[src/rtl/gg_pipe_gate.sv]
// rtl/gg_pipe_gate.sv - WIDTH-bit INPUTS-channel bitwise gate with DEPTH-stage valid-tagged pipeline
// Stall holds every stage; flush clears data and valid bits; OCC is a registered popcount of valid bits.
module gg_pipe_gate #(
  parameter  int WIDTH  = 8,
  parameter  int INPUTS = 2,
  parameter  int DEPTH  = 4,
  parameter  int OP     = 0,
  localparam int OW     = $clog2(DEPTH + 1)
) (
  input  logic                    CK,
  input  logic                    CLR,
  input  logic [INPUTS*WIDTH-1:0] I,
  input  logic                    IV,
  input  logic                    EN,
  input  logic                    FLUSH,
  output logic [WIDTH-1:0]        Z,
  output logic                    ZV,
  output logic [OW-1:0]           OCC
);

  logic [WIDTH-1:0] w_f;
  logic [WIDTH-1:0] r_d [DEPTH];
  logic [DEPTH-1:0] r_v;
  logic [OW-1:0]    r_occ;

  // BUF (and any single-channel gate) simply passes channel 0 through.
  always_comb begin
    w_f = I[WIDTH-1:0];
    for (int k = 1; k < INPUTS; k++) begin
      case (OP)
        0:       w_f = w_f & I[k*WIDTH +: WIDTH];
        1:       w_f = w_f | I[k*WIDTH +: WIDTH];
        2:       w_f = w_f ^ I[k*WIDTH +: WIDTH];
        default: w_f = w_f;
      endcase
    end
  end

  always_ff @(posedge CK or posedge CLR) begin
    if (CLR) begin
      for (int k = 0; k < DEPTH; k++) r_d[k] <= '0;
      r_v   <= '0;
      r_occ <= '0;
    end else if (FLUSH) begin
      for (int k = 0; k < DEPTH; k++) r_d[k] <= '0;
      r_v   <= '0;
      r_occ <= '0;
    end else if (EN) begin
      r_d[0] <= w_f;
      r_v[0] <= IV;
      for (int k = 1; k < DEPTH; k++) begin
        r_d[k] <= r_d[k-1];
        r_v[k] <= r_v[k-1];
      end
      // Entering and leaving valid bits cancel, so the count stays within 0..DEPTH.
      if (IV && !r_v[DEPTH-1])
        r_occ <= r_occ + OW'(1);
      else if (!IV && r_v[DEPTH-1])
        r_occ <= r_occ - OW'(1);
    end
  end

  assign Z   = r_d[DEPTH-1];
  assign ZV  = r_v[DEPTH-1];
  assign OCC = r_occ;

endmodule

[config.mk]
export PLATFORM = sky130hd
export DESIGN_NAME = gg_pipe_gate
export DESIGN_NICKNAME = d
export VERILOG_FILES = /design/src/rtl/gg_pipe_gate.sv
export SDC_FILE = /design/constraint.sdc
export NUM_CORES = 1
export LEC_CHECK = 0
export BUFFER_PORTS_ARGS = -buffer_cell sky130_fd_sc_hd__clkbuf_2
export CAP_MARGIN = 20
export CORE_MARGIN = 1
export CORE_UTILIZATION = 24
export DETAILED_ROUTE_END_ITERATION = 12
export PLACE_DENSITY = 0.47
export SLEW_MARGIN = 30
export SYNTH_ARGS = -nofsm -noshare
export SYNTH_HDL_FRONTEND = slang
export SYNTH_SLANG_ARGS = --single-unit
export TNS_END_PERCENT = 5
[constraint.sdc]
create_clock -name CK -period 3.25 [get_ports CK]
set_clock_uncertainty 0.2 [all_clocks]
set_input_delay 0.1625 -clock CK [delete_from_list [all_inputs] [get_ports CK]]
set_output_delay 0.1625 -clock CK [all_outputs]
set_load 0.02 [all_outputs]
# Yosys cells after proc, flatten, opt, wreduce, memory -nomap -nowiden
# Index checks and enable logic that the tools add are counted.
[word_totals]
ff_bits = 39
inputBits = 21
output_inout_bits = 12
wordCells = 24
[op_classes]
addsub = 2
n_mux = 8
bitwise = 1
n_reduce_logical = 7
[ops]
columns = ["op", "count"]
rows = [
  ["32-bit two-way mux", 2],
  ["3-bit two-way mux", 4],
  ["8-bit AND", 1],
  ["4-bit two-way mux", 2],
  ["3-bit by 1-bit adder with 3-bit output, second input constant", 1],
  ["3-bit nonzero test", 1],
  ["3-bit by 1-bit subtractor with 3-bit output, second input constant", 1],
  ["1-bit logical AND", 2],
  ["1-bit zero test", 2],
  ["2-bit AND reduction", 1],
  ["2-bit nonzero test", 1],
]

# Longest topological paths before layout
[depth]
word_depth = 6
depth_mapped = 6
ltp_nobuf = 6

# Worst setup path before layout
# OpenSTA, ideal clock, no wires.
[synth_path]
path_type = "reg-to-reg"
from = "register r_v[3]"
to = "register r_occ[2] (netlist: OCC[2])"
setup_ns = 0.125
arrival_ns = 1.689
required_ns = 2.925
setup_slack_ns = 1.235
stages_incl_launch_ff = 7
path_buffers = 0
period_less_slack_ns = 2.015
cell_sequence = "dfrtp_1 nand2b_4 inv_1 fa_1 nand2b_1 o22ai_2 mux2_4"
[synth_via]
elab_chain_cells = 5
word_cells_on_any_way = 8
cone_classes = "mux: 3; reduce/logical: 5"
[synth_lines]
columns = ["item", "line", "rtl"]
rows = [
  ["start: declaration", "23", "logic [DEPTH-1:0] r_v;"],
  ["start signal: indexed assignment", "53", "r_v[k] <= r_v[k-1];"],
  ["1-bit zero test", "56", "if (IV && !r_v[DEPTH-1])"],
  ["1-bit logical AND", "56", ""],
  ["3-bit two-way mux", "56", ""],
  ["3-bit two-way mux", "48", "end else if (EN) begin"],
  ["3-bit two-way mux", "44", "end else if (FLUSH) begin"],
  ["end signal: assignment", "57", "r_occ <= r_occ + OW'(1);"],
  ["end signal: assignment", "59", "r_occ <= r_occ - OW'(1);"],
  ["end: declaration", "24", "logic [OW-1:0] r_occ;"],
]
# Parallel ways exist; a longest one is shown, timed or not. The select of a mux whose other input is x is not followed.
# A chain may end at the register's enable or synchronous reset.

# Worst setup path after layout
# Ends and elaborated chain as after synthesis.

==> key figures <==
Setup path
  • Crit path cell chain: nand2b_4 -> inv_1 -> fa_1 -> nand2b_1 -> o22ai_2 -> mux2_4
  • Worst-path fanout max: 4
  • Setup CP Type: reg2reg
  • CP peak stage delay: 400 ps
  • Crit-path leading delay family: flip-flops
  • WP buf/inv: 1
  • Data required time of the critical path: 3230 ps
  • Worst r2r path cells: 6
  • Critical path launch point type: flop
  • Worst setup EP type: flop
  • Reg2Reg Launch Point: r_v[3]
  • Reg2reg end: OCC[2]
  • Worst path arrival time: 1930 ps
  • Crit-path slowest cell: dfrtp_1
  • FF-to-FF setup slack: 1300 ps

Yosys
  • Post-synth ARST share: 100%
  • Most frequent cell after synthesis: dfrtp_1
  • Top post-synthesis cells by count: dfrtp_1 (39), nor2_1 (33), mux2i_1 (28), buf_4 (11), nand2b_1 (9)
  • Net Count, Synth: 178
  • Number of enable flip-flop cells after synthesis: 0
  • Synth area leader: dfrtp_1
  • Main area contributors after synthesis: dfrtp_1 (55%), mux2i_1 (16%), nor2_1 (6.9%)
  • Post-Synthesis Cells: 156
  • YS warnings: 0
  • Post-synth top flop: dfrtp_1
  • Synth top area share: 54.7%
  • Synth Cell Area: 1790 sq um
  • Synth cell types: 18
  • Flops & latches, synth: 39
  • Mean area per synthesized cell: 11.4 sq um
  • Register area share after synthesis: 54.7%

Floorplanning
  • # rows: 31
  • Core area: 7210 sq um
  • Die width: 88.3 um
  • Die footprint: 7790 sq um
  • Die Ht: 88.3 um
  • # IOs: 33
  • Initial core utilization: 24.7%

Clock tree
  • CTS tree: yes
  • Post-CTS Setup Inserts: 0
  • Root Buffer: clkbuf_8
  • Cts repair resizes: 0
  • Worst-Skew Late Latency: 290 ps
  • Clock-pin slew on the worst setup and hold paths: 70 ps
  • Clk buf depth: 2
  • Cts bufs inserted: 5
  • Num Clock Sinks: 39
  • H-tree depth: 2

Worst hold path
  • Hold Path Origin: IV
  • WHS Path Cells: 3
  • Worst hold-check path type: in2reg
  • End of the worst hold path: r_v[0]

Layout
  • Footprint of the multi-input gates: 669 sq um
  • Share of cells above drive strength 1: 24.4%
  • # nets final: 219
  • Final cell count without fillers: 296
  • Fill cells: 795
  • FF+latch area: 976 sq um
  • Area grow syn2layout: 24.2%
  • Antenna diodes: 0

Global routing
  • Met1 GRT Util: 12.0%
  • GR Util All Layers: 8.78%
  • Vias in the first global route: 1054
  • Global-route met2 utilization: 12.5%
  • Pin count of the biggest net entering global routing: 43
  • Initial antenna violation count: 0
  • Remaining Overflow, GRT: 0
  • Met3 Usage GRT: 3.17%
  • First-pass GRT wire length: 5150 um
  • GR peak layer: met2

Job
  • Max_cap viols: 0

STA
  • RSZ-0062 raised after global routing: no
  • Slew headroom: 39.2%
  • Tmin final: 1950 ps
  • Final Hold Fails: 0
  • Post-Route Setup TNS: 0 ps
  • Count of final max-slew check failures: 0
  • Worst slew pin tran: 912 ps
  • Crit share post-route: 60.0%
  • Finish-stage setup viols: 0
  • Fmax: 513 MHz

Outcome
  • Status: finished, final reports clean

Place
  • Placed insts: 272
  • HPWL after detailed placement: 1930 um
  • Routability cong.: 0.704
  • IO Port Bufs: 32

Routing
  • DR vias/cell: 3.98
  • Post-DRT Antenna Nets: 0
  • DR WL/cell: 10.9 um
  • DRC Markers: 0
  • DRT iter0 DRCs: 43
  • Drt pass-1 iters: 4
  • Vias after detailed routing: 1178
  • DRT Wirelength: 3220 um

Pwr
  • Lkg Pwr: 1.10 nW
  • Peak supply drop: 136 uV
  • Power Density: 421 nW/um^2
## cell families (layout without fill, tap and decap cells)
logic type | after synthesis | in the layout | share of synthesized area (%)
flip-flops | 39 | 39 | 54.7
adder cells (fa/ha/maj) | 1 | 1 | 1.12
AO/OA/AOI/OAI | 10 | 10 | 3.99
AND/OR/NAND/NOR | 54 | 54 | 14.2
buffers and inverters | 21 | 62 | 7.85
multiplexers | 31 | 31 | 18.2
## how the worst max path moves through the flow
| stage | cells past startpoint | slack (ps) | endpoint | from |
|---|---|---|---|---|
| 6_report | 6 | 1300 | OCC[2] | r_v[3] |
| 2_1_floorplan | 6 | 1240 | OCC[2] | r_v[3] |
| 4_1_cts | 6 | 1290 | OCC[2] | r_v[3] |
| 3_5_place_dp | 6 | 1290 | OCC[2] | r_v[3] |
| 3_3_place_gp | 6 | 1340 | OCC[2] | r_v[3] |
| 5_1_grt | 6 | 1220 | OCC[2] | r_v[3] |
## through the flow
stage / utilization (%) / total power, mW / hold WS, ps / cell area (sq um) / setup WS [ps]
2_1_floorplan: - / 0.576 / 109 / 1790 / 1240
3_3_place_gp: 27.2 / 0.600 / 112 / 1960 / 1340
3_5_place_dp: 27.2 / 0.601 / 109 / 1960 / 1290
4_1_cts: 30.7 / 0.951 / 1.91 / 2220 / 1290
5_1_grt: 30.7 / 0.977 / 17.1 / 2220 / 1220
6_report: 30.7 / 0.934 / 3.59 / 2220 / 1300
## sequential cells by signal (all words and copies together) (netlist names)
register,count
r_v,4
Z,8
OCC,3
r_d,24
## layer usage
metal  wire, um  vias up
met5          0        -
met4         52        0
met3        112        6
met2       1380       22
li1           -      586
met1       1670      564
## final cells by class
| type | instances | share of cell area, % |
|---|---|---|
| Tap cell | 99 | 5.59 |
| Inverter | 4 | 0.677 |
| Sequential cell | 39 | 44.0 |
| Clock buffer | 6 | 3.72 |
| Multi-Input combinational cell | 96 | 30.2 |
| Timing Repair Buffer | 51 | 15.6 |
| Clock inverter | 1 | 0.226 |
## repair_timing
action / in CTS / in global routing
hold buffers: 17 / 0
hold endpoints to repair: 47 / 0
endpoints found under the setup margin: 0 / 0
## worst reg2reg max path, cell delays in order (launching register included)
cell and delay (ps):
dfrtp_1 400, nand2b_4 170, inv_1 50, fa_1 370, nand2b_1 160, o22ai_2 180, mux2_4 310
## power breakdown
part           total, mW  internal [mW]  switching (mW)
Sequential         0.502          0.496         0.00626
Combinational      0.101         0.0482          0.0530
Clock              0.331          0.167           0.165
## cell usage in the layout (no fill, tap or decap), drive strengths merged
cell type,n
dfrtp,39
clkbuf,38
nor2,33
mux2i,28
dlygate4sd3,17
nand2b,11
nand3,8
a21oi,8
inv,4
mux2,3
buf,2
a21boi,1
nor2b,1
nand2,1
o22ai,1
fa,1
clkinv,1
Note: power is estimated with default switching activity, not from simulation.
